===== config.mk =====
export PLATFORM = sky130hd
export DESIGN_NAME = mpsoc_wb_ext_arbiter
export DESIGN_NICKNAME = d
export VERILOG_FILES = /design/src/rtl/mpsoc_wb_ext_arbiter.sv
export SDC_FILE = /design/constraint.sdc
export NUM_CORES = 1
export LEC_CHECK = 0
export BUFFER_PORTS_ARGS = -buffer_cell sky130_fd_sc_hd__buf_2
export CAP_MARGIN = 20
export CORE_AREA = 2 2 751 753
export CTS_BUF_LIST = sky130_fd_sc_hd__clkbuf_2 sky130_fd_sc_hd__clkbuf_4 sky130_fd_sc_hd__clkbuf_8
export CTS_CLUSTER_SIZE = 10
export DETAILED_ROUTE_END_ITERATION = 7
export DIE_AREA = 0 0 753 755
export RECOVER_POWER = 50
export SLEW_MARGIN = 20
export SYNTH_ARGS = -nofsm -noshare
export SYNTH_HDL_FRONTEND = slang
export SYNTH_SLANG_ARGS = --single-unit

===== constraint.sdc =====
create_clock -name clk -period 7.2 [get_ports clk]
set_input_delay 1.44 -clock clk [delete_from_list [all_inputs] [get_ports clk]]
set_output_delay 1.44 -clock clk [all_outputs]
set_load 0.03 [all_outputs]

===== src/rtl/mpsoc_wb_ext_arbiter.sv =====
// Round-robin Wishbone arbiter: NODES masters share one slave (SPRAM) port.
// Optional slave watchdog compiled in with `define MPSOC_WB_ARB_TIMEOUT_EN.
module mpsoc_wb_ext_arbiter #(
  parameter int AW      = 32,
  parameter int DW      = 32,
  parameter int NODES   = 16,
  parameter int TIMEOUT = 255
) (
  input  logic                      clk,
  input  logic                      rst,
  input  logic [NODES-1:0][AW-1:0]  m_adr_i,
  input  logic [NODES-1:0][DW-1:0]  m_dat_i,
  input  logic [NODES-1:0][3:0]     m_sel_i,
  input  logic [NODES-1:0]          m_we_i,
  input  logic [NODES-1:0][1:0]     m_bte_i,
  input  logic [NODES-1:0][2:0]     m_cti_i,
  input  logic [NODES-1:0]          m_cyc_i,
  input  logic [NODES-1:0]          m_stb_i,
  output logic [NODES-1:0]          m_ack_o,
  output logic [NODES-1:0]          m_err_o,
  output logic [NODES-1:0]          m_rty_o,
  output logic [NODES-1:0][DW-1:0]  m_dat_o,
  output logic [AW-1:0]             s_adr_o,
  output logic [DW-1:0]             s_dat_o,
  output logic [3:0]                s_sel_o,
  output logic                      s_we_o,
  output logic [1:0]                s_bte_o,
  output logic [2:0]                s_cti_o,
  output logic                      s_cyc_o,
  output logic                      s_stb_o,
  input  logic                      s_ack_i,
  input  logic                      s_err_i,
  input  logic                      s_rty_i,
  input  logic [DW-1:0]             s_dat_i,
  output logic [NODES-1:0]          grant_o,
  output logic                      timeout_o
);

  localparam int PW = (NODES > 1) ? $clog2(NODES) : 1;

  typedef enum logic {IDLE, BUSY} state_t;

  state_t           state_q;
  logic [PW-1:0]    ptr_q;
  logic [PW-1:0]    gidx_q;
  logic [NODES-1:0] grant_q;
  logic [PW-1:0]    ptr_d;
  logic [PW-1:0]    next_idx;
  logic             found;
  logic             stb_raw;
  logic             expire;

  // First requester at or after ptr, wrapping modulo NODES.
  always_comb begin
    found    = 1'b0;
    next_idx = '0;
    for (int i = 0; i < NODES; i++) begin
      if (!found && m_cyc_i[(int'(ptr_q) + i) % NODES]) begin
        found    = 1'b1;
        next_idx = PW'((int'(ptr_q) + i) % NODES);
      end
    end
  end

  assign ptr_d = (gidx_q == PW'(NODES - 1)) ? '0 : gidx_q + PW'(1);

  always_ff @(posedge clk or negedge rst) begin
    if (!rst) begin
      state_q <= IDLE;
      ptr_q   <= '0;
      gidx_q  <= '0;
      grant_q <= '0;
    end else begin
      case (state_q)
        IDLE: begin
          if (found) begin
            state_q <= BUSY;
            gidx_q  <= next_idx;
            grant_q <= {{(NODES-1){1'b0}}, 1'b1} << next_idx;
          end
        end
        BUSY: begin
          if (!m_cyc_i[gidx_q]) begin
            state_q <= IDLE;
            grant_q <= '0;
            ptr_q   <= ptr_d;
          end
        end
        default: state_q <= IDLE;
      endcase
    end
  end

  always_comb begin
    s_adr_o = '0;
    s_dat_o = '0;
    s_sel_o = '0;
    s_we_o  = 1'b0;
    s_bte_o = '0;
    s_cti_o = '0;
    s_cyc_o = 1'b0;
    stb_raw = 1'b0;
    if (state_q == BUSY) begin
      s_adr_o = m_adr_i[gidx_q];
      s_dat_o = m_dat_i[gidx_q];
      s_sel_o = m_sel_i[gidx_q];
      s_we_o  = m_we_i[gidx_q];
      s_bte_o = m_bte_i[gidx_q];
      s_cti_o = m_cti_i[gidx_q];
      s_cyc_o = m_cyc_i[gidx_q];
      stb_raw = m_stb_i[gidx_q];
    end
  end

`ifdef MPSOC_WB_ARB_TIMEOUT_EN
  logic [15:0] wdog_q;
  logic        slave_resp;
  logic        stall;

  assign slave_resp = s_ack_i | s_err_i | s_rty_i;
  assign stall      = stb_raw & ~slave_resp;
  // A response in the expiry cycle wins, so the watchdog only fires on a true stall.
  assign expire     = stall && (wdog_q == 16'(TIMEOUT - 1));

  always_ff @(posedge clk or negedge rst) begin
    if (!rst) begin
      wdog_q <= '0;
    end else if (stall && !expire) begin
      wdog_q <= wdog_q + 16'd1;
    end else begin
      wdog_q <= '0;
    end
  end
`else
  assign expire = 1'b0;
`endif

  assign s_stb_o   = stb_raw & ~expire;
  assign timeout_o = expire;
  assign grant_o   = grant_q;
  assign m_ack_o   = grant_q & {NODES{s_ack_i}};
  assign m_err_o   = grant_q & {NODES{s_err_i | expire}};
  assign m_rty_o   = grant_q & {NODES{s_rty_i}};
  assign m_dat_o   = {NODES{s_dat_i}};

endmodule


==> metrics.md, run 1 <==
| Metric | Value |
|---|---|
| Ys Warns | 0 |
| Sink Count | 25 |
| Fin. Hold Viols | 0 |
| Layout cell share with drive strength beyond 1 | 81.45% |
| Worst EP required | 5760 ps |
| Hold Buf Count CTS | 0 |
| Drt wl/cell | 28.56 um |
| Startpoint Class | register |
| # port buffers | 1,360 |
| Violated checks | max-capacitance violations, max-slew violations |
| Core region area | 559,800 um^2 |
| Final nets | 3,510 |
| CTS Buffer Depth | 2 |
| Max VDD drop | 254.2 uV |
| Slew margin rel. | -8.779% |
| CP Capture Type | output port |
| Area of the multi-input gates | 12,130 um^2 |
| Synthesized area per cell | 11.57 um^2 |
| Synth unique cells | 73 |
| Arrival time worst endpoint | 3890 ps |
| Hold Path Class | reg -> reg |
| Die Ht | 755 um |
| CTS root buf | clkbuf_8 |
| ANT nets after route | 0 |
| Clock transition at path regs | 100 ps |
| Total GRT Usage | 9.390% |
| Measured slew at the worst slew-check pin | 1632 ps |
| Resize count post-CTS | 0 |
| Vias in the first global route | 19,020 |
| Finished Layout Cells | 9,822 |
| Iter 0 DRT Violations | 1,873 |
| Area Growth Syn to Fin | 73.06% |
| Slew Limit Fails | 26 |
| Htree depth | 1 |
| Via count | 19,660 |
| Final global-route overflow total | 0 |
| Most frequent cells in the layout | 1,357 x buf_2, 398 x mux4_2, 127 x and2_1 |
| Synth Net Count | 2,742 |
| Worst-skew pair later-pin latency | 280 ps |
| Run status | finished with violations |
| Gate Count Post-Synth | 1,481 |
| Fillers | 66,260 |
| Total Routed Length | 280,500 um |
| Largest net degree at the start of global routing | 105 |
| Global-route wire length before repair | 320,600 um |
| Placed Instances | 9,723 |
| PD cells | 423.8 nW/um^2 |
| Gpl congestion | 0.9495 |
| Row cnt | 275 |
| Main synth FF type | dfrtp_1 |
| Drt drc | 0 |
| Synthesis-stage register bit count | 25 |
| F_max | 187.5 MHz |
| Max cap viols | 1 |
| Initial Util | 3.060% |
| FF+latch area | 644.4 um^2 |
| Leak Pwr | 9.772 nW |
| FF-to-FF setup slack | 2080 ps |
| Synthesized area | 17,130 um^2 |
| Worst Clk Skew | 7.990 ps |
| Vias per cell | 2.002 |
| Number of antenna violations at the first check in global routing | 265 |
| Asr flop ratio synth | 100.0% |
| Most common cell after layout, fill and taps aside | buf_2 |
| Die Footprint | 568,500 um^2 |
| Setup TNS | 0 ps |
| CTS Buf Count | 3 |
| Critical path type | reg -> out |
| Period utilization | 74.06% |
| Setup Viol. Count Final | 0 |
| DIE WIDTH | 753 um |
| Setup bufs post-CTS | 0 |
| CP Max Fanout | 43 |
| Post-synth EDFFs | 0 |
| Pre-antenna DRT Iters | 5 |
| Final min period | 5332 ps |
| Unrepaired setup endpoints after global routing | false |
| CTS tree | yes |
| # IOs | 1,906 |
| Post-synthesis sequential area ratio | 3.652% |
| Hpwl dp | 261,500 um |
## Yosys cell counts, types with 3 or more instances
library cell / number / area, um^2
buf_2: 10 / 50.05
buf_4: 513 / 3851
a2111oi_0: 3 / 26.28
mux2i_1: 39 / 390.4
mux2_2: 18 / 202.7
xnor2_1: 5 / 43.79
xor2_1: 6 / 52.55
a21oi_1: 14 / 70.07
nand2b_1: 4 / 25.02
buf_6: 4 / 45.04
dfrtp_1: 25 / 625.6
nand3_1: 7 / 35.03
inv_1: 7 / 26.28
ha_1: 8 / 100.1
nor3_1: 7 / 35.03
or3_1: 4 / 25.02
clkbuf_1: 84 / 315.3
o41ai_1: 14 / 122.6
nor4_1: 3 / 18.77
a211oi_1: 3 / 22.52
nand2_1: 38 / 142.6
o22ai_1: 4 / 25.02
o41ai_2: 3 / 48.80
a32oi_1: 4 / 35.03
and3_1: 3 / 18.77
mux4_2: 398 / 8964
buf_1: 22 / 82.58
nor2_1: 17 / 63.81
a31oi_1: 3 / 18.77
o31ai_1: 3 / 22.52
and2_1: 127 / 794.5
mux4_1: 11 / 289.0
o21ai_0: 19 / 95.09
o21a_1: 3 / 22.52
## cell type report
class | instances | area share [%]
Antenna cell | 95 | 0.8020
Clock buffer | 3 | 0.1393
Clock inverter | 1 | 0.02533
Inverter | 10 | 0.1266
Multi-Input combinational cell | 812 | 40.92
Sequential cell | 25 | 2.174
Tap cell | 7479 | 31.57
Timing Repair Buffer | 1397 | 24.25
## through the flow
step	total power [mW]	utilization, %	cell area, um^2	worst slack (ps)	hold WS [ps]
after floorplan	7.270	-	17130	2690	587.8
after global placement	13.02	5.249	29390	1416	574.8
after detailed placement	12.94	5.249	29390	1486	546.5
after CTS	13.10	5.258	29440	1458	568.9
after global routing	13.54	5.266	29480	1583	587.3
final	12.56	5.295	29640	1868	529.6
## worst max-delay path, stage by stage (launching register included)
cell	delay, ps
dfrtp_4	1040
buf_12	310
buf_12	350
mux4_2	600
mux4_2	510
and2_1	270
buf_2	270
## worst paths after layout
kind	from	end	cells past startpoint
worst max-delay path	gidx_q[0]	s_adr_o[26]	6
worst max register to register	ptr_q[1]	grant_o[6]	11
worst min-delay path	grant_o[7]	grant_o[7]	2
max in group asynchronous	rst	gidx_q[1]	1
min in group asynchronous	rst	gidx_q[0]	1
worst min register to register	grant_o[7]	grant_o[7]	2
## report_power, final
group	switching (mW)	internal, mW
combinational	7.82	4.08
sequential	0.379	0.193
clock	0.0506	0.0393
total	8.25	4.32
## cells by family (layout without fill, tap and decap cells)
group                      after synthesis  after routing  share of synthesized area (%)
buffers and inverters                  644           1411                          25.61
muxes                                  467            467                          57.57
and+or+nand+nor                        228            228                          7.779
AOI/OAI and AO/OA                       97             97                          4.222
DFF                                     25             25                          3.652
xor gates and xnor gates                11             11                         0.5624
adders and majority gates                8              8                         0.5844
other                                    1             96                        0.02189
## flip-flops by register name, summed over array words and instances, names as in the netlist
register and count:
gidx_q 4, grant_o 16, ptr_q 4, state_q 1
## per-layer routing
| layer | GRT usage (%) | vias to the layer above | wire [um] |
|---|---|---|---|
| li1 | - | 7016 | - |
| met1 | 9.740 | 9642 | 95160 |
| met2 | 15.82 | 2351 | 130800 |
| met3 | 5.995 | 586 | 44930 |
| met4 | 2.236 | 66 | 9210 |
| met5 | 0 | - | 441 |
Note: power is estimated with default switching activity, not from simulation.
==> inputs of run 2 (changes only) <==
ABC_AREA = 1   (was default)
CORE_AREA = 2 2 734 736   (was 2 2 751 753)
DIE_AREA = 0 0 736 738   (was 0 0 753 755)
clock period = 4.5 ns   (was 7.2 ns; I/O delays follow)
==> run 2 against run 1 <==
Against the previous run: count of clock-buffer cells in the layout is the same; die area shrank 4.5%; global-route usage shrank 0.31 points; largest cell class unchanged; via count grew 47%; total power grew 75%; the flow now finishes without violations; combinational power grew 78%; non-clock buffer count grew 170; critical path depth grew 1; cell count grew 12%.
==> metrics.md, run 2 <==
| Metric | Value |
|---|---|
| Htree depth | 1 (unchanged) |
| Worst-skew pair later-pin latency | 300 ps (+20 ps) |
| Largest cells by area after synthesis | buf_4 22%, o21ai_0 18%, nor2_1 14% |
| DIE WIDTH | 736 um (-2.3%) |
| Post-synth EDFFs | 0 (unchanged) |
| Main synth FF type | dfrtp_1 |
| PD cells | 711.8 nW/um^2 (+68%) |
| FF+latch area | 640.6 um^2 (-0.58%) |
| Drt drc | 0 (unchanged) |
| Hold_ws | 504.8 ps (-24.75 ps) |
| Clock transition at path regs | 110 ps (about the same) |
| Synth top cells by count | 652 x nor2_1, 618 x o21ai_0, 518 x buf_4, 252 x clkbuf_1, 221 x nand2_1 |
| Sink Count | 25 (unchanged) |
| Largest net degree at the start of global routing | 118 (+12%) |
| Max VDD drop | 353.7 uV (+39%) |
| Critical path type | reg -> out |
| Setup TNS | 0 ps (unchanged) |
| Count leader, synth | nor2_1 |
| Cell taking the most area after synthesis | buf_4 |
| Slew margin rel. | 5.537% (+14 points) |
| Vias in the first global route | 25,430 (+34%) |
| FF-to-FF setup slack | 440 ps (-1640 ps) |
| Ys Warns | 0 (unchanged) |
| Measured slew at the worst slew-check pin | 1417 ps (-214.7 ps) |
| CP Max Fanout | 35 (-19%) |
| Asr flop ratio synth | 100.0% (unchanged) |
| Synth unique cells | 42 (-42%) |
| Placed Area | 30,690 um^2 (+4.4%) |
| Synth Net Count | 4,417 (+61%) |
| Worst Clk Skew | 14.73 ps (+6.737 ps) |
| Period utilization | 97.92% |
| Hold EP | grant_o[10] |
| Synthesis-stage register bit count | 25 (unchanged) |
| # IOs | 1,906 (unchanged) |
| CTS Buffer Depth | 2 (unchanged) |
| Gate Count Post-Synth | 3,156 (+110%) |
| Yosys top cell area share | 22.16% (-30 points) |
| Area Growth Syn to Fin | 76.39% |
| Number of antenna violations at the first check in global routing | 202 (-24%) |
| Final min period | 4406 ps |
| Startpoint Class | register |
| Layout cell share with drive strength beyond 1 | 42.00% (-39 points) |
| Slew Limit Fails | 0 (-100%) |
| Worst EP required | 3600 ps (-2160 ps) |
| Placed Instances | 10,980 (+13%) |
| Area of the multi-input gates | 11,660 um^2 (-3.8%) |
| R2R cell count | 22 (+11) |
| Hold Crit Start | grant_o[10] |
| CTS tree | yes |
| Drt wl/cell | 24.04 um (-16%) |
| Hpwl dp | 236,600 um (-9.5%) |
| Core region area | 535,200 um^2 (-4.4%) |
| Setup Viol. Count Final | 0 (unchanged) |
| Hold Path Class | reg -> reg |
| Total GRT Usage | 9.081% (-0.31 points) |
| Synthesized area per cell | 5.561 um^2 (-52%) |
| Final setup margin | 93.51 ps (-1774 ps) |
| Fin. Hold Viols | 0 (unchanged) |
| Max reg flops | 16 (unchanged) |
| ANT nets after route | 0 (unchanged) |
| # port buffers | 1,360 (unchanged) |
| CP Capture Type | output port |
| Worst r2r src | ptr_q[1] |
| Row cnt | 269 (-2.2%) |
| Synthesized area | 17,550 um^2 (+2.5%) |
| Final nets | 5,198 (+48%) |
| RR Endpoint | grant_o[4] |
| Finished Layout Cells | 11,040 (+12%) |
| Max cap viols | 0 (-1) |
| Pre-CTS setup slack | -28.25 ps (-1514 ps) |
| Vias per cell | 2.623 (+31%) |
| Most frequent cells in the layout | 1,326 x buf_2, 652 x nor2_1, 615 x o21ai_0 |
| Initial Util | 3.279% (+0.22 points) |
| Via count | 28,960 (+47%) |
| Hold path cells | 2 (unchanged) |
| Die Footprint | 543,200 um^2 (-4.5%) |
| Global-route wire length before repair | 312,800 um (-2.4%) |
| Total Routed Length | 265,300 um (-5.4%) |
| CTS root buf | clkbuf_8 |
| Leak Pwr | 11.52 nW (+18%) |
| Gpl congestion | 0.9580 (+0.90%) |
| Most common cell after layout, fill and taps aside | buf_2 |
| Run status | finished, final reports clean |
| Die Ht | 738 um (-2.3%) |
| CTS Buf Count | 3 (unchanged) |
| Design Area, Final | 30,960 um^2 (+4.4%) |
| Unrepaired setup endpoints after global routing | false |
| Pre-antenna DRT Iters | 8 (+3) |
| Arrival time worst endpoint | 3510 ps (-380 ps) |
| Iter 0 DRT Violations | 3,634 (+94%) |
| Final global-route overflow total | 0 (unchanged) |
| Post-synthesis sequential area ratio | 3.565% (-0.087 points) |
| F_max | 226.9 MHz |
| Fillers | 63,900 (-3.6%) |
==> run 2: cell count changes after synthesis, moves of 127 or more <==
cell      before  now
mux4_2       398    0
nor2_1        17  652
o21ai_0       19  618
and2_1       127    0
clkbuf_1      84  252
o221ai_1       0  213
nand3_1        7  175
nand2_1       38  221
==> run 2: layout make-up <==
cell class                      instances  area share [%]
Sequential cell                        25           2.069
Inverter                              106           1.443
Tap cell                             7046           28.48
Multi-Input combinational cell       2234           37.68
Antenna cell                           56          0.4527
Clock buffer                            3          0.1334
Timing Repair Buffer                 1567           29.72
Clock inverter                          1         0.02425
==> run 2: critical path: stages, from the launching register on <==
cell,delay (ps)
dfrtp_4,660
buf_4,310
buf_4,360
o21ai_0,200
o221ai_2,460
nand3_1,410
a21oi_1,460
buf_2,280
==> run 2: power by group <==
group,switching (mW),internal [mW]
clock,0.0878,0.0633
sequential,0.358,0.307
combinational,15.1,6.09
==> run 2: logic make-up after synthesis <==
kind of cell    Yosys count  share of synthesized area, %
simple gates           1115                         26.81
compound gates         1101                         37.99
buf+inv                 897                         30.60
flops                    25                         3.565
xor+xnor                  9                        0.4492
fa+ha+maj                 8                        0.5704
other cells               1                       0.02137
==> run 2: layer usage <==
layer | up-vias | part of all wire (%) | global-route usage [%]
met3 | 607 | 14 | 4.820
li1 | 12180 | - | -
met5 | - | 0.29 | 0.6990
met4 | 109 | 4.2 | 2.853
met1 | 13270 | 36 | 10.09
met2 | 2793 | 45 | 14.80
==> run 2: through the flow <==
stage          util, %  total power, mW
2_1_floorplan        -            10.99
3_3_place_gp     5.731            22.44
3_5_place_dp     5.736            22.33
4_1_cts          5.751            22.59
5_1_grt          5.773            23.89
6_report         5.785            22.03
==> run 2: how the worst max path moves through the flow <==
stage	to	from	slack [ps]
finish	s_dat_o[17]	gidx_q[0]	90
global route	s_adr_o[1]	gidx_q[1]	30
floorplan	grant_o[13]	ptr_q[1]	980
detailed placement	s_adr_o[28]	gidx_q[0]	-30
CTS	s_dat_o[17]	gidx_q[0]	1
global placement	s_adr_o[7]	gidx_q[0]	-50
==> run 2: timing repair <==
action,4_1_cts,5_1_grt
gates resized for setup,7,3
endpoints found under the setup margin,7,4
hold buffers,0,0
buffers inserted,0,2
endpoints found under the hold margin,0,0
==> inputs of run 3 (changes only) <==
CELL_PAD_IN_SITES_DETAIL_PLACEMENT = 0   (was default)
CELL_PAD_IN_SITES_GLOBAL_PLACEMENT = 1   (was default)
CORE_AREA = 2 2 741 743   (was 2 2 734 736)
DIE_AREA = 0 0 743 745   (was 0 0 736 738)
PLACE_DENSITY_LB_ADDON = 0.1   (was default)
==> run 3 against run 2 <==
Against the previous run: the run now ends with max-capacitance violations, max-slew violations left; die area increased by 1.9%; worst hold slack improved by 150 ps; critical endpoint is now s_adr_o[28]; routed wire length increased by 0.27%; sequential share of layout area decreased by 0.062 points.
==> metrics.md, run 3 (synthesis results as in run 2) <==
| Metric | Value |
|---|---|
| Run status | finished with violations |
| Violated checks | max-capacitance violations, max-slew violations |
| Drt wl/cell | 23.44 um (-2.5%) |
| Largest net degree at the start of global routing | 145 (+23%) |
| Measured slew at the worst slew-check pin | 1949 ps (+531.7 ps) |
| Hold EP | grant_o[7] |
| Htree depth | 1 (unchanged) |
| Top Layer Used | met5 |
| Period utilization | 95.23% (-2.7 points) |
| FF-to-FF setup slack | 380 ps (-60 ps) |
| RR Endpoint | gidx_q[0] |
| Logic pwr share | 97.0% (+0.7 points) |
| Layout cell share with drive strength beyond 1 | 42.87% (+0.88 points) |
| DIE WIDTH | 743 um (+0.95%) |
| Final global-route overflow total | 0 (unchanged) |
| Critical path type | reg -> out |
| Drt drc | 0 (unchanged) |
| Vias per cell | 2.417 (-7.9%) |
| CP Max Fanout | 27 (-23%) |
| Final nets | 5,269 (+1.4%) |
| Sink Count | 25 (unchanged) |
| Fin. Hold Viols | 0 (unchanged) |
| Hpwl dp | 231,400 um (-2.2%) |
| Die Ht | 745 um (+0.95%) |
| P_sw | 15.82 mW (+1.6%) |
| CTS Buf Count | 3 (unchanged) |
| Total GRT Usage | 9.037% (-0.043 points) |
| Hold Crit Start | grant_o[7] |
| Gpl congestion | 0.7511 (-22%) |
| Worst Clk Skew | 46.23 ps (+31.50 ps) |
| # IOs | 1,906 (unchanged) |
| Slew Limit Fails | 26 (+26) |
| Hold Buf Count CTS | 0 (unchanged) |
| F_max | 233.4 MHz (+2.8%) |
| Worst-skew pair later-pin latency | 350 ps (+50 ps) |
| Vias in the first global route | 28,640 (+13%) |
| CTS tree | yes |
| Clock transition at path regs | 170 ps (+60 ps) |
| Initial Util | 3.213% (-0.066 points) |
| Hold Path Class | reg -> reg |
| # port buffers | 1,360 (unchanged) |
| Design Area, Final | 31,910 um^2 (+3.1%) |
| Internal cell power | 7.173 mW (+11%) |
| Most common cell after layout, fill and taps aside | buf_2 |
| Share of power burned in registers | 2.1% (-0.9 points) |
| Worst EP required | 3600 ps (about the same) |
| Arrival time worst endpoint | 3390 ps (-120 ps) |
| Setup Viol. Count Final | 0 (unchanged) |
| CTS root buf | clkbuf_8 |
| Max VDD drop | 449.8 uV (+27%) |
| Final min period | 4285 ps (-121.3 ps) |
| PD cells | 720.8 nW/um^2 (+1.3%) |
| CP Capture Type | output port |
| Max cap viols | 1 (+1) |
| Max reg flops | 16 (unchanged) |
| M1 WL | 107,600 um (+12%) |
| CTS Buffer Depth | 2 (unchanged) |
| Design Power | 23.00 mW (+4.4%) |
| Total length of routed met3 wires | 22,370 um (-41%) |
| Clk pwr share | 0.8% (about the same) |
| Number of antenna violations at the first check in global routing | 267 (+32%) |
| Wire length on met2 | 129,100 um (+8.0%) |
| Worst r2r src | ptr_q[0] |
| Switching Share | 68.81% (-1.9 points) |
| Die Footprint | 553,500 um^2 (+1.9%) |
| Area Growth Syn to Fin | 81.81% |
| ANT nets after route | 0 (unchanged) |
| Total Routed Length | 266,100 um (+0.27%) |
| Hold path cells | 2 (unchanged) |
| Via count | 27,440 (-5.2%) |
| Core region area | 546,200 um^2 (+2.1%) |
| Fillers | 65,400 (+2.4%) |
| Startpoint Class | register |
| Iter 0 DRT Violations | 1,447 (-60%) |
| Leak Pwr | 11.91 nW (+3.4%) |
| Unrepaired setup endpoints after global routing | false |
| Placed Area | 31,570 um^2 (+2.9%) |
| Row cnt | 272 (+1.1%) |
| Global-route wire length before repair | 327,200 um (+4.6%) |
| R2R cell count | 20 (-9.1%) |
| Slew margin rel. | -29.91% (-35 points) |
| Most frequent cells in the layout | 1,332 x buf_2, 652 x nor2_1, 616 x o21ai_0 |
| Pre-antenna DRT Iters | 5 (-3) |
[run 3: cell count changes in the layout (fill, tap and decap cells not counted), moves of 3 or more]
| cell | delta |
|---|---|
| inv_8 | +3 |
| o221ai_1 | +5 |
| buf_12 | +8 |
| o221ai_2 | -7 |
| buf_4 | +58 |
| buf_2 | +6 |
| diode_2 | +28 |
[run 3: worst max path at each step]
stage                         start          end  slack, ps  cells past startpoint
after floorplan            ptr_q[1]  grant_o[13]        980                     26
after global placement    gidx_q[0]  s_adr_o[14]       -110                     10
after detailed placement  gidx_q[0]  s_adr_o[25]        -50                     10
after CTS                 gidx_q[0]  s_adr_o[19]          4                     10
after global routing       ptr_q[0]    gidx_q[0]         10                     20
final                     gidx_q[0]  s_adr_o[28]        210                     10
[run 3: cell type report]
type,instances,area [um^2],area share (%)
Antenna cell,84,210.2,0.6588
Clock buffer,3,41.29,0.1294
Clock inverter,1,7.507,0.02353
Inverter,106,442.9,1.388
Multi-Input combinational cell,2234,11660,36.56
Sequential cell,25,640.6,2.008
Tap cell,7261,9085,28.47
Timing Repair Buffer,1638,9814,30.76
[run 3: metrics by stage]
stage | TNS [ps] | hold slack (ps) | util, % | cells | worst slack (ps)
final | 0 | 655.7 | 5.841 | 11350 | 214.8
after global routing | 0 | 704.0 | 5.829 | 11330 | 9.647
after CTS | 0 | 645.7 | 5.798 | 11270 | 3.731
after detailed placement | -49.60 | 659.9 | 5.780 | 11260 | -49.60
after global placement | -233.9 | 648.6 | 5.775 | 11260 | -109.0
after floorplan | 0 | 574.1 | - | 3156 | 981.3
[run 3: worst max-delay path, stage by stage (launching register included)]
cell,delay (ps)
dfrtp_4,610
inv_12,310
buf_12,200
buf_4,200
o21ai_0,120
o221ai_2,560
buf_4,270
nand3_1,150
a21oi_1,230
buf_4,170
buf_12,140
[run 3: power by group through the flow]
stage	clock [mW]	sequential (mW)	combinational [mW]
5_1_grt	0.205	0.508	24.8
4_1_cts	0.204	0.503	23.9
3_3_place_gp	0	0.502	23.9
3_5_place_dp	0	0.504	23.8
6_report	0.191	0.492	22.3
2_1_floorplan	0	0.421	10.6
[run 3: layer usage]
metal  vias up  track usage, %
met5         -               0
met3       434           3.120
met4       162           1.649
met1     12910           10.65
met2      1604           15.86
li1      12330               -
[run 3: timing repair]
action | in CTS | in global routing
endpoints found under the setup margin | 13 | 3
setup buffers | 0 | 0
resized for setup | 9 | 3
pin swaps | 0 | 0
